`src/rtl/regfile_pkg.sv`:
```
// regfile_pkg: shared definitions for the multi-port register file.
//   - fixed architectural indices (ARM PC alias, MIPS zero register)
//   - default data width and PC read offset
//   - word_t and the ISA mode enum
//   - is_storage_idx(): whether an index maps onto real storage in a mode
package regfile_pkg;

    localparam int unsigned DEF_DATA_W    = 32;
    localparam int unsigned DEF_PC_OFFSET = 8;
    localparam int unsigned ARM_PC_IDX    = 15;
    localparam int unsigned MIPS_ZERO_IDX = 0;
    localparam int unsigned ARM_NUM_REGS  = 16;

    typedef logic [DEF_DATA_W-1:0] word_t;

    typedef enum logic {
        ISA_ARM  = 1'b0,
        ISA_MIPS = 1'b1
    } isa_mode_e;

    // ARM: R0..R14 are storage (R15 is the PC alias, R16+ do not exist).
    // MIPS: everything except R0 is storage.
    function automatic logic is_storage_idx(isa_mode_e mode, int unsigned idx);
        if (mode == ISA_MIPS) begin
            return idx != MIPS_ZERO_IDX;
        end
        return idx < ARM_PC_IDX;
    endfunction

endpackage

```
`src/rtl/regfile_mp_if.sv`:
```
// regfile_mp_if: operand-read / writeback bus of the register file.
//   master (decode/writeback side) drives mode, pc, read addresses, the two
//   write ports and busy_set; slave (register file) returns read data, busy
//   flags and the registered R15-write pulse.
interface regfile_mp_if #(
    parameter int unsigned DATA_W   = 32,
    parameter int unsigned NUM_REGS = 32,
    parameter int unsigned NUM_RD   = 3
);
    localparam int unsigned AW = $clog2(NUM_REGS);

    logic                     mode_mips;
    logic [DATA_W-1:0]        pc;
    logic [NUM_RD*AW-1:0]     rd_addr;
    logic [NUM_RD*DATA_W-1:0] rd_data;
    logic [NUM_RD-1:0]        rd_busy;
    logic [1:0]               wr_en;
    logic [2*AW-1:0]          wr_addr;
    logic [2*DATA_W-1:0]      wr_data;
    logic                     busy_set;
    logic [AW-1:0]            busy_addr;
    logic                     pc_wr_valid;
    logic [DATA_W-1:0]        pc_wr_data;

    modport master (
        output mode_mips, pc, rd_addr, wr_en, wr_addr, wr_data, busy_set, busy_addr,
        input  rd_data, rd_busy, pc_wr_valid, pc_wr_data
    );

    modport slave (
        input  mode_mips, pc, rd_addr, wr_en, wr_addr, wr_data, busy_set, busy_addr,
        output rd_data, rd_busy, pc_wr_valid, pc_wr_data
    );

endinterface

```
`src/rtl/regfile_read_port.sv`:
```
// regfile_read_port: one combinational read port.
//   in : mode, pc, addr, stored_data/stored_busy (raw storage at addr)
//        wr_acc/wr_addr/wr_data (only when REGFILE_BYPASS_EN is defined)
//   out: rd_data, rd_busy
// Macro REGFILE_BYPASS_EN: forward same-cycle accepted writes to the read.
module regfile_read_port
    import regfile_pkg::*;
#(
    parameter int unsigned DATA_W    = DEF_DATA_W,
    parameter int unsigned AW        = 5,
    parameter int unsigned PC_OFFSET = DEF_PC_OFFSET
) (
    input  isa_mode_e           mode,
    input  logic [DATA_W-1:0]   pc,
    input  logic [AW-1:0]       addr,
    input  logic [DATA_W-1:0]   stored_data,
    input  logic                stored_busy,
`ifdef REGFILE_BYPASS_EN
    input  logic [1:0]          wr_acc,
    input  logic [2*AW-1:0]     wr_addr,
    input  logic [2*DATA_W-1:0] wr_data,
`endif
    output logic [DATA_W-1:0]   rd_data,
    output logic                rd_busy
);

    logic [31:0] idx;
    assign idx = 32'(addr);

    always_comb begin
        rd_data = stored_data;
        rd_busy = stored_busy;
`ifdef REGFILE_BYPASS_EN
        // Port 1 is evaluated last so it wins on an address collision.
        // wr_acc already excludes ARM R15 and MIPS R0.
        for (int p = 0; p < 2; p++) begin
            if (wr_acc[p] && (wr_addr[p*AW +: AW] == addr)) begin
                rd_data = wr_data[p*DATA_W +: DATA_W];
                rd_busy = 1'b0;
            end
        end
`endif
        if (mode == ISA_ARM && idx == ARM_PC_IDX) begin
            rd_data = pc + DATA_W'(PC_OFFSET);
            rd_busy = 1'b0;
        end else if (mode == ISA_ARM && idx >= ARM_NUM_REGS) begin
            rd_data = '0;
            rd_busy = 1'b0;
        end else if (mode == ISA_MIPS && idx == MIPS_ZERO_IDX) begin
            rd_data = '0;
            rd_busy = 1'b0;
        end
    end

endmodule

```
`src/rtl/regfile_mp.sv`:
```
// regfile_mp: parametrised register file, NUM_RD read ports, 2 write ports,
// per-register busy scoreboard and ARM/MIPS runtime mode.
//   clk, rst   : clock, asynchronous active-high reset
//   bus (slave): mode/pc/read/write/busy_set inputs, read data, busy flags,
//                registered R15-write pulse (pc_wr_valid/pc_wr_data)
// Macro REGFILE_BYPASS_EN: zero-cycle write-to-read forwarding in the ports.
module regfile_mp
    import regfile_pkg::*;
#(
    parameter int unsigned DATA_W    = DEF_DATA_W,
    parameter int unsigned NUM_REGS  = 32,
    parameter int unsigned NUM_RD    = 3,
    parameter int unsigned PC_OFFSET = DEF_PC_OFFSET
) (
    input logic         clk,
    input logic         rst,
    regfile_mp_if.slave bus
);

    localparam int unsigned AW = $clog2(NUM_REGS);

    isa_mode_e mode;
    assign mode = isa_mode_e'(bus.mode_mips);

    logic [DATA_W-1:0]   mem_q [NUM_REGS];
    logic [DATA_W-1:0]   mem_d [NUM_REGS];
    logic [NUM_REGS-1:0] busy_q, busy_d;
    logic                pc_wr_valid_q, pc_wr_valid_d;
    logic [DATA_W-1:0]   pc_wr_data_q, pc_wr_data_d;

    logic [1:0] wr_acc;
    logic [1:0] wr_pc;

    always_comb begin
        for (int p = 0; p < 2; p++) begin
            wr_acc[p] = bus.wr_en[p] && is_storage_idx(mode, 32'(bus.wr_addr[p*AW +: AW]));
            wr_pc[p]  = bus.wr_en[p] && (mode == ISA_ARM)
                        && (32'(bus.wr_addr[p*AW +: AW]) == ARM_PC_IDX);
        end
    end

    always_comb begin
        mem_d         = mem_q;
        busy_d        = busy_q;
        pc_wr_valid_d = |wr_pc;
        pc_wr_data_d  = pc_wr_data_q;
        // Port 1 processed last: wins same-address collisions.
        for (int p = 0; p < 2; p++) begin
            if (wr_acc[p]) begin
                mem_d[bus.wr_addr[p*AW +: AW]]  = bus.wr_data[p*DATA_W +: DATA_W];
                busy_d[bus.wr_addr[p*AW +: AW]] = 1'b0;
            end
            if (wr_pc[p]) begin
                pc_wr_data_d = bus.wr_data[p*DATA_W +: DATA_W];
            end
        end
        // A new producer overrides the clear from a same-cycle write.
        if (bus.busy_set && is_storage_idx(mode, 32'(bus.busy_addr))) begin
            busy_d[bus.busy_addr] = 1'b1;
        end
    end

    always_ff @(posedge clk or posedge rst) begin
        if (rst) begin
            mem_q         <= '{default: '0};
            busy_q        <= '0;
            pc_wr_valid_q <= 1'b0;
            pc_wr_data_q  <= '0;
        end else begin
            mem_q         <= mem_d;
            busy_q        <= busy_d;
            pc_wr_valid_q <= pc_wr_valid_d;
            pc_wr_data_q  <= pc_wr_data_d;
        end
    end

    assign bus.pc_wr_valid = pc_wr_valid_q;
    assign bus.pc_wr_data  = pc_wr_data_q;

    logic [NUM_RD*DATA_W-1:0] rd_data;
    logic [NUM_RD-1:0]        rd_busy;

    for (genvar i = 0; i < NUM_RD; i++) begin : g_rd
        logic [AW-1:0] addr;
        assign addr = bus.rd_addr[i*AW +: AW];

        regfile_read_port #(
            .DATA_W   (DATA_W),
            .AW       (AW),
            .PC_OFFSET(PC_OFFSET)
        ) u_port (
            .mode       (mode),
            .pc         (bus.pc),
            .addr       (addr),
            .stored_data(mem_q[addr]),
            .stored_busy(busy_q[addr]),
`ifdef REGFILE_BYPASS_EN
            .wr_acc     (wr_acc),
            .wr_addr    (bus.wr_addr),
            .wr_data    (bus.wr_data),
`endif
            .rd_data    (rd_data[i*DATA_W +: DATA_W]),
            .rd_busy    (rd_busy[i])
        );
    end

    assign bus.rd_data = rd_data;
    assign bus.rd_busy = rd_busy;

endmodule
```
`src/flat_wrapper.sv`:
```
// flat-port wrapper written by rule: the top's interface ports become plain ports
module regfile_mp_flat import regfile_pkg::*;
#(
    parameter int unsigned DATA_W    = DEF_DATA_W,
    parameter int unsigned NUM_REGS  = 32,
    parameter int unsigned NUM_RD    = 3,
    parameter int unsigned PC_OFFSET = DEF_PC_OFFSET
)
  (clk, rst, bus_mode_mips, bus_pc, bus_rd_addr, bus_wr_en, bus_wr_addr, bus_wr_data, bus_busy_set, bus_busy_addr, bus_rd_data, bus_rd_busy, bus_pc_wr_valid, bus_pc_wr_data);
  regfile_mp_if #(.DATA_W(DATA_W), .NUM_REGS(NUM_REGS), .NUM_RD(NUM_RD)) bus_i ();
  input logic clk;
  input logic rst;
  input wire logic [$bits(bus_i.mode_mips)-1:0] bus_mode_mips;
  input wire logic [$bits(bus_i.pc)-1:0] bus_pc;
  input wire logic [$bits(bus_i.rd_addr)-1:0] bus_rd_addr;
  input wire logic [$bits(bus_i.wr_en)-1:0] bus_wr_en;
  input wire logic [$bits(bus_i.wr_addr)-1:0] bus_wr_addr;
  input wire logic [$bits(bus_i.wr_data)-1:0] bus_wr_data;
  input wire logic [$bits(bus_i.busy_set)-1:0] bus_busy_set;
  input wire logic [$bits(bus_i.busy_addr)-1:0] bus_busy_addr;
  output wire logic [$bits(bus_i.rd_data)-1:0] bus_rd_data;
  output wire logic [$bits(bus_i.rd_busy)-1:0] bus_rd_busy;
  output wire logic [$bits(bus_i.pc_wr_valid)-1:0] bus_pc_wr_valid;
  output wire logic [$bits(bus_i.pc_wr_data)-1:0] bus_pc_wr_data;
  assign bus_i.mode_mips = bus_mode_mips;
  assign bus_i.pc = bus_pc;
  assign bus_i.rd_addr = bus_rd_addr;
  assign bus_i.wr_en = bus_wr_en;
  assign bus_i.wr_addr = bus_wr_addr;
  assign bus_i.wr_data = bus_wr_data;
  assign bus_i.busy_set = bus_busy_set;
  assign bus_i.busy_addr = bus_busy_addr;
  assign bus_rd_data = bus_i.rd_data;
  assign bus_rd_busy = bus_i.rd_busy;
  assign bus_pc_wr_valid = bus_i.pc_wr_valid;
  assign bus_pc_wr_data = bus_i.pc_wr_data;
  regfile_mp #(.DATA_W(DATA_W), .NUM_REGS(NUM_REGS), .NUM_RD(NUM_RD), .PC_OFFSET(PC_OFFSET)) u_core (.clk(clk), .rst(rst), .bus(bus_i));
endmodule
```
`config.mk`:
```
export PLATFORM = sky130hd
export DESIGN_NAME = regfile_mp_flat
export DESIGN_NICKNAME = d
export VERILOG_FILES = /design/src/rtl/regfile_pkg.sv /design/src/rtl/regfile_mp_if.sv /design/src/rtl/regfile_read_port.sv /design/src/rtl/regfile_mp.sv /design/src/flat_wrapper.sv
export SDC_FILE = /design/constraint.sdc
export NUM_CORES = 2
export LEC_CHECK = 0
export BUFFER_PORTS_ARGS = -buffer_cell sky130_fd_sc_hd__buf_4
export CAP_MARGIN = 20
export CORE_UTILIZATION = 35
export DETAILED_ROUTE_END_ITERATION = 6
export GPL_TIMING_DRIVEN = 1
export PLACE_DENSITY = 0.5
export SLEW_MARGIN = 25
export SYNTH_ARGS = -nofsm -noshare
export SYNTH_HDL_FRONTEND = slang
export SYNTH_HIERARCHICAL = 1
export SYNTH_SLANG_ARGS = --single-unit
```
`constraint.sdc`:
```
create_clock -name clk -period 43.5 [get_ports clk]
set_clock_uncertainty 0.05 [all_clocks]
set_input_delay 8.7 -clock clk [delete_from_list [all_inputs] [get_ports clk]]
set_output_delay 8.7 -clock clk [all_outputs]
set_load 0.05 [all_outputs]
```
# Word-level counts from Yosys, hierarchy flattened
# Index checks and enable logic that the tools add are counted.
[classes]
n_addsub = 1
order_cmp = 22
n_eq_ne = 5
mux = 59
bitwise_logic = 11
n_reduce_logical = 29
[ops]
columns = ["op", "n"]
rows = [
  ["bitwise mux 1024 bit", 2],
  ["2-to-1 mux 1024 bit", 2],
  ["2-to-1 mux 32 bit", 22],
  ["binary-select mux 32 bit (select 5 bit)", 3],
  ["demux 32 bit (select 5 bit)", 2],
  ["zero test 32 bit", 3],
  ["AND 32 bit", 2],
  ["NOT 32 bit", 2],
  ["< comparator 5 x 6 -> 1 bit, second input constant", 6],
  ["adder 32 x 4 -> 32 bit, second input constant", 1],
  ["OR 32 bit", 1],
  [">= comparator 6 bit, second input constant", 5],
  ["NOT 5 -> 6 bit", 5],
  ["== test 5 x 4 -> 1 bit, second input constant", 5],
  ["2-to-1 mux 1 bit", 22],
  ["logical AND 1 bit", 21],
  ["binary-select mux 1 bit (select 5 bit)", 3],
  ["demux 1 bit (select 5 bit)", 3],
  [">= comparator 5 x 1 -> 1 bit, second input constant", 3],
  [">= comparator 5 bit, second input constant", 3],
  ["< comparator 5 x 4 -> 1 bit, second input constant", 3],
  ["nonzero test 5 bit", 3],
  ["< comparator 6 x 1 -> 1 bit, second input constant", 2],
  ["nonzero test 2 bit", 1],
  ["2 further kinds", 2],
]
[totals]
reg_bits = 1089
inputBits = 132
output_inout_bits = 132
wordCells = 162

# Logic depth before layout (Yosys ltp)
[logic_depth]
word_depth = 11
depth_mapped = 10
mapped_depth_nobuf = 7

# Hierarchy
# Netlist, hierarchy kept.
[by_module_without_submodules]
columns = ["module", "instances", "cells_per_inst", "area_each_um2", "seq_area_each_um2"]
rows = [
  ["regfile_mp", 1, 8742, 77494.3, 27251.1],
  ["regfile_read_port", 3, 169, 1017.2, 0.0],
]

# Least setup slack after synthesis
# No wires, ideal clock.
[synth_path]
path_type = "input to output"
startpoint = "in bus_pc[5]"
endpoint = "out bus_rd_data[16]"
arrival_time_ns = 10.864
t_required_ns = 34.750
setup_slack_ns = 23.886
path_stages = 6
path_buffers = 2
path_cell_list = "nand3_1 -> or4_1 -> buf_2 -> buf_6 -> xnor2_1 -> o21ai_0"
[synth_via]
elab_chain_len = 2
[synth_lines]
columns = ["element", "line_no", "source"]
rows = [
  ["start: declaration", "flat_wrapper.sv:14", "input wire logic [$bits(bus_i.pc)-1:0] bus_pc;"],
  ["adder 32 x 4 -> 32 bit", "regfile_read_port.sv:44", "rd_data = pc + DATA_W'(PC_OFFSET);"],
  ["2-to-1 mux 32 bit", "regfile_read_port.sv:43", "if (mode == ISA_ARM && idx == ARM_PC_IDX) begin"],
  ["end: declaration", "flat_wrapper.sv:21", "output wire logic [$bits(bus_i.rd_data)-1:0] bus_rd_data;"],
]
# No other way between the ends.

# Final worst setup path
[layout_path]
startpoint = "in bus_rd_addr[11]"
endpoint = "out bus_rd_data[85]"
[layout_via]
elab_chain_len = 7
elab_cells_between_ends = 13
classes_between = "order compare (1); eq/ne (1); mux (6); bitwise (1); reduce/logical (4)"
[layout_lines]
columns = ["element", "line_no", "source"]
rows = [
  ["start: declaration", "flat_wrapper.sv:15", "input wire logic [$bits(bus_i.rd_addr)-1:0] bus_rd_addr;"],
  ["NOT 5 -> 6 bit (not written as such)", "regfile_mp.sv:95", ".stored_data(mem_q[addr]),"],
  ["binary-select mux 32 bit (select 5 bit)", "regfile_mp.sv:95", ""],
  ["2-to-1 mux 32 bit (not written as such) (2 in series)", "regfile_mp.sv:95", ""],
  ["2-to-1 mux 32 bit", "regfile_read_port.sv:49", "end else if (mode == ISA_MIPS && idx == MIPS_ZERO_IDX) begin"],
  ["2-to-1 mux 32 bit", "regfile_read_port.sv:46", "end else if (mode == ISA_ARM && idx >= ARM_NUM_REGS) begin"],
  ["2-to-1 mux 32 bit *", "regfile_read_port.sv:43", ""],
]
# Every way passes the cells marked *; elsewhere a longest branch is shown, timed or not. The select of a mux whose other input is x is not followed.

==> flow_metrics.env <==
export IMPL_track_usage_pct=34.81
export IMPL_worst_pin_slew_ns=1.221
export IMPL_cts_hold_buf=0
export IMPL_seqCellArea_mm2=0.02725
export IMPL_finalCritPeriodShare_pct=51.31
export IMPL_grt_pass1_wl_mm=574.5
export IMPL_p_per_area_mw_per_mm2=44.83
export IMPL_reg2regPathDepth=2
export IMPL_path_delay_family="buffers and inverters"
export IMPL_synth_most_common_cell="mux2i_1"
export IMPL_synth_xor_area_share_pct=0.3915
export IMPL_synth_common_cells="2512 x mux2i_1, 1089 x dfrtp_1, 1066 x a21oi_1, 867 x nand2_1, 814 x nor2_1"
export IMPL_antenna_found_initial=36
export IMPL_postSynth_asyncResetShare_pct=100.0
export IMPL_die_w_um=481.7
export IMPL_cts_made_buffers=136
export IMPL_grt_pass1_vias=71370
export IMPL_yosysTopAreaCellShare_pct=33.83
export IMPL_maxCapViolCount=0
export IMPL_fillers=22812
export IMPL_crit_path_cell_trace="buf_8 > buf_12 > buf_4 > buf_4 > mux2i_1 > a22oi_1 > a31oi_1 > nand3_1 > nand2_1 > nand3_1 > buf_4"
export IMPL_synth_avg_cell_area_um2=8.709
export IMPL_grt_overflow_total=0
export IMPL_critical_path_max_fanout=104
export IMPL_end_kind="output port"
export IMPL_status="complete, no violations"
export IMPL_fin_area_mm2=0.08923
export IMPL_ctsLongestPathBuffers=3
export IMPL_clock_power_share_pct=31.4
export IMPL_port_buffers=263
export IMPL_dieHeight_um=481.7
export IMPL_drc=0
export IMPL_rows=175
export IMPL_ir_drop_mv=0.02784
export IMPL_crit_buf_inv=5
export IMPL_synth_compound_area_share_pct=16.69
export IMPL_synth_top_family_by_area="multiplexers"
export IMPL_grt_max_degree=129
export IMPL_coreArea_mm2=0.2282
export IMPL_r2r_start="u_core/bus.pc_wr_data[17]$_DFFE_PP0P_"
export IMPL_synth_top_cell_by_area="dfrtp_1"
export IMPL_routed_wl_mm=417.9
export IMPL_area_growth_pct=10.78
export IMPL_totalPowerFinal_uw=4000
export IMPL_cp_slowest_cell="buf_4"
export IMPL_clock_latency_ns=0.84
export IMPL_die_area_mm2=0.2321
export IMPL_cp_data_required_time_ns=34.75
export IMPL_ys_seq_area_share_pct=33.83
export IMPL_viasPerCell=6.449
export IMPL_placedInstanceArea_mm2=0.08428
export IMPL_nNetsFinal=8957
export IMPL_post_cts_resize_count=0
export IMPL_boundaryPins=264
export IMPL_final_min_clock_period_ns=22.32
export IMPL_htree_levels=4
export IMPL_arrival_ns=13.57
export IMPL_ys_warn_count=6
export IMPL_relSlewSlack_pct=18.63
export IMPL_tns_ns=0
export IMPL_finalHoldViolCount=0
export IMPL_avgRoutedWirePerCell_um=34.97
export IMPL_r2r_slack_ns=42.41
export IMPL_critPathKind="in -> out"
export IMPL_p_switching_uw=1493
export IMPL_rsz0062_at_grt="false"
export IMPL_slowest_delay_ns=0.73
export IMPL_fmax_mhz=44.81
export IMPL_p_int_uw=2507
export IMPL_hp_class="reg -> reg"
export IMPL_cts_tree="yes"
export IMPL_timing_final_max_slew_violations=0
export IMPL_critical_path_startpoint="bus_rd_addr[11]"
export IMPL_setup_viol=0
export IMPL_dr_pass1_iters=6
export IMPL_drive_above_1_share_pct=8.959
export IMPL_ys_seq_elements=1089
export IMPL_hold_start="u_core/busy_q[22]$_DFF_PP0_"
export IMPL_path_clk_slew_ns=0.06
export IMPL_synthCells=9249
export IMPL_synth_distinct_cells=58
export IMPL_start_util_pct=35.30
export IMPL_cts_root_buffer="clkbuf_16"
export IMPL_final_util_pct=39.11
export IMPL_power_frac_comb_pct=28.8
export IMPL_worstSetupPathDepth=11
export IMPL_r2r_end="u_core/bus.pc_wr_data[17]$_DFFE_PP0P_"
export IMPL_post_cts_buffers=0
export IMPL_path_common_cell="buf_4"
export IMPL_p_leak_uw=0.04201
export IMPL_synthSimpleGateAreaFrac_pct=12.38
export IMPL_synthTopCellsByArea="dfrtp_1 34%, mux2i_1 31%, a21oi_1 6.6%"
export IMPL_synth_fa_ha_area_share_pct=0.04660
export IMPL_worstSetupStartpointType="input port"
export IMPL_endpoint="bus_rd_data[85]"
export IMPL_postRouteAntennaNets=0
export IMPL_synth_net_count=9384
export IMPL_clock_sinks=1089
export IMPL_ys_flop_type="dfrtp_1"
export IMPL_multi_input_area_mm2=0.04957
export IMPL_synth_edff_count=0
export IMPL_gp_congestion=0.9427
export IMPL_synth_mux_area_share_pct=31.22
export IMPL_hpwlAfterDp_mm=242.4
export IMPL_switching_share_pct=37.32
export IMPL_p_seq_share_pct=39.8
export IMPL_vias=77069
export IMPL_drt_first_iter_violations=10710
export IMPL_syn_area_mm2=0.08055
-- state kept, by name, indices dropped and copies added, names as in the netlist --
name,cells
u_core/mem_q,1024
u_core/bus.pc_wr_data,32
u_core/busy_q,32
u_core/bus.pc_wr_valid,1
-- through the flow --
stage	cells	worst slack (ns)	hold slack (ns)
after floorplan	9249	4.091	0.4572
after CTS	11935	21.44	0.5134
after global routing	11940	21.24	0.5402
final	11950	21.18	0.5129
after detailed placement	11689	21.43	0.5054
after global placement	11683	21.52	0.5066
-- worst min path at each step --
stage | to | slack (ns) | depth (start not counted)
global placement | u_core/busy_q[22]$_DFF_PP0_ | 0.51 | 2
finish | u_core/busy_q[22]$_DFF_PP0_ | 0.51 | 2
CTS | u_core/busy_q[22]$_DFF_PP0_ | 0.51 | 2
global route | u_core/busy_q[24]$_DFF_PP0_ | 0.54 | 2
floorplan | u_core/busy_q[8]$_DFF_PP0_ | 0.46 | 1
detailed placement | u_core/busy_q[22]$_DFF_PP0_ | 0.51 | 2
-- worst min-delay path, stage by stage, from the launching register on --
cell	delay, ns
dfrtp_1	0.40
nand2_1	0.06
o21ai_0	0.06
-- routing by layer --
layer / vias up / global-route usage (%) / routed length (um)
li1: 32652 / - / -
met4: 32 / 22.16 / 30400
met5: - / 0 / 195
met1: 38125 / 45.48 / 166700
met3: 1271 / 9.127 / 45890
met2: 4989 / 50.67 / 174700
-- cell families (layout without fill, tap and decap cells) --
logic type                 Yosys count  after routing
and+or+nand+nor                   2335           2335
adders and majority gates            3              3
xor gates and xnor gates            36             36
DFF                               1089           1089
AOI/OAI and AO/OA                 2236           2236
buffers and inverters             1038            719
muxes                             2512           2512
other                                0             11
-- layout by cell type, fill, tap and decap left out, types with 19 or more instances in the layout --
master / netlist / layout
nor2_1: 814 / 801
a22oi_1: 297 / 297
nor3_1: 134 / 132
or4_1: 27 / 27
nand2_4: 0 / 31
a21oi_1: 1066 / 1066
xnor2_1: 27 / 27
dfrtp_1: 1089 / 1089
nor2_4: 2 / 21
clkbuf_1: 594 / 21
clkbuf_8: 0 / 27
nand4_1: 27 / 27
o211ai_1: 24 / 24
nand2_1: 867 / 829
o21ai_0: 403 / 402
buf_4: 12 / 426
bufinv_16: 0 / 19
a32oi_1: 67 / 67
a31oi_1: 101 / 101
mux2i_1: 2512 / 2512
clkinv_2: 0 / 23
nand3_1: 347 / 340
a22o_1: 211 / 211
clkbuf_16: 0 / 136
-- power groups by stage --
| stage | clock network, uW | logic (uW) | registers [uW] |
|---|---|---|---|
| floorplan | 0 | 818 | 1520 |
| global placement | 0 | 1100 | 1580 |
| detailed placement | 0 | 1130 | 1590 |
| CTS | 1270 | 1130 | 1580 |
| global route | 1300 | 1240 | 1630 |
| finish | 1260 | 1150 | 1590 |
-- layout make-up --
cell class | instances | share of cell area (%)
multi-input combinational | 7122 | 55.56
clock inverter | 62 | 1.046
timing repair buffer | 454 | 4.196
antenna | 11 | 0.03085
clock buffer | 184 | 4.319
tap | 3009 | 4.219
sequential | 1089 | 30.54
inverter | 19 | 0.08834
(Power assumes the default switching activity.)
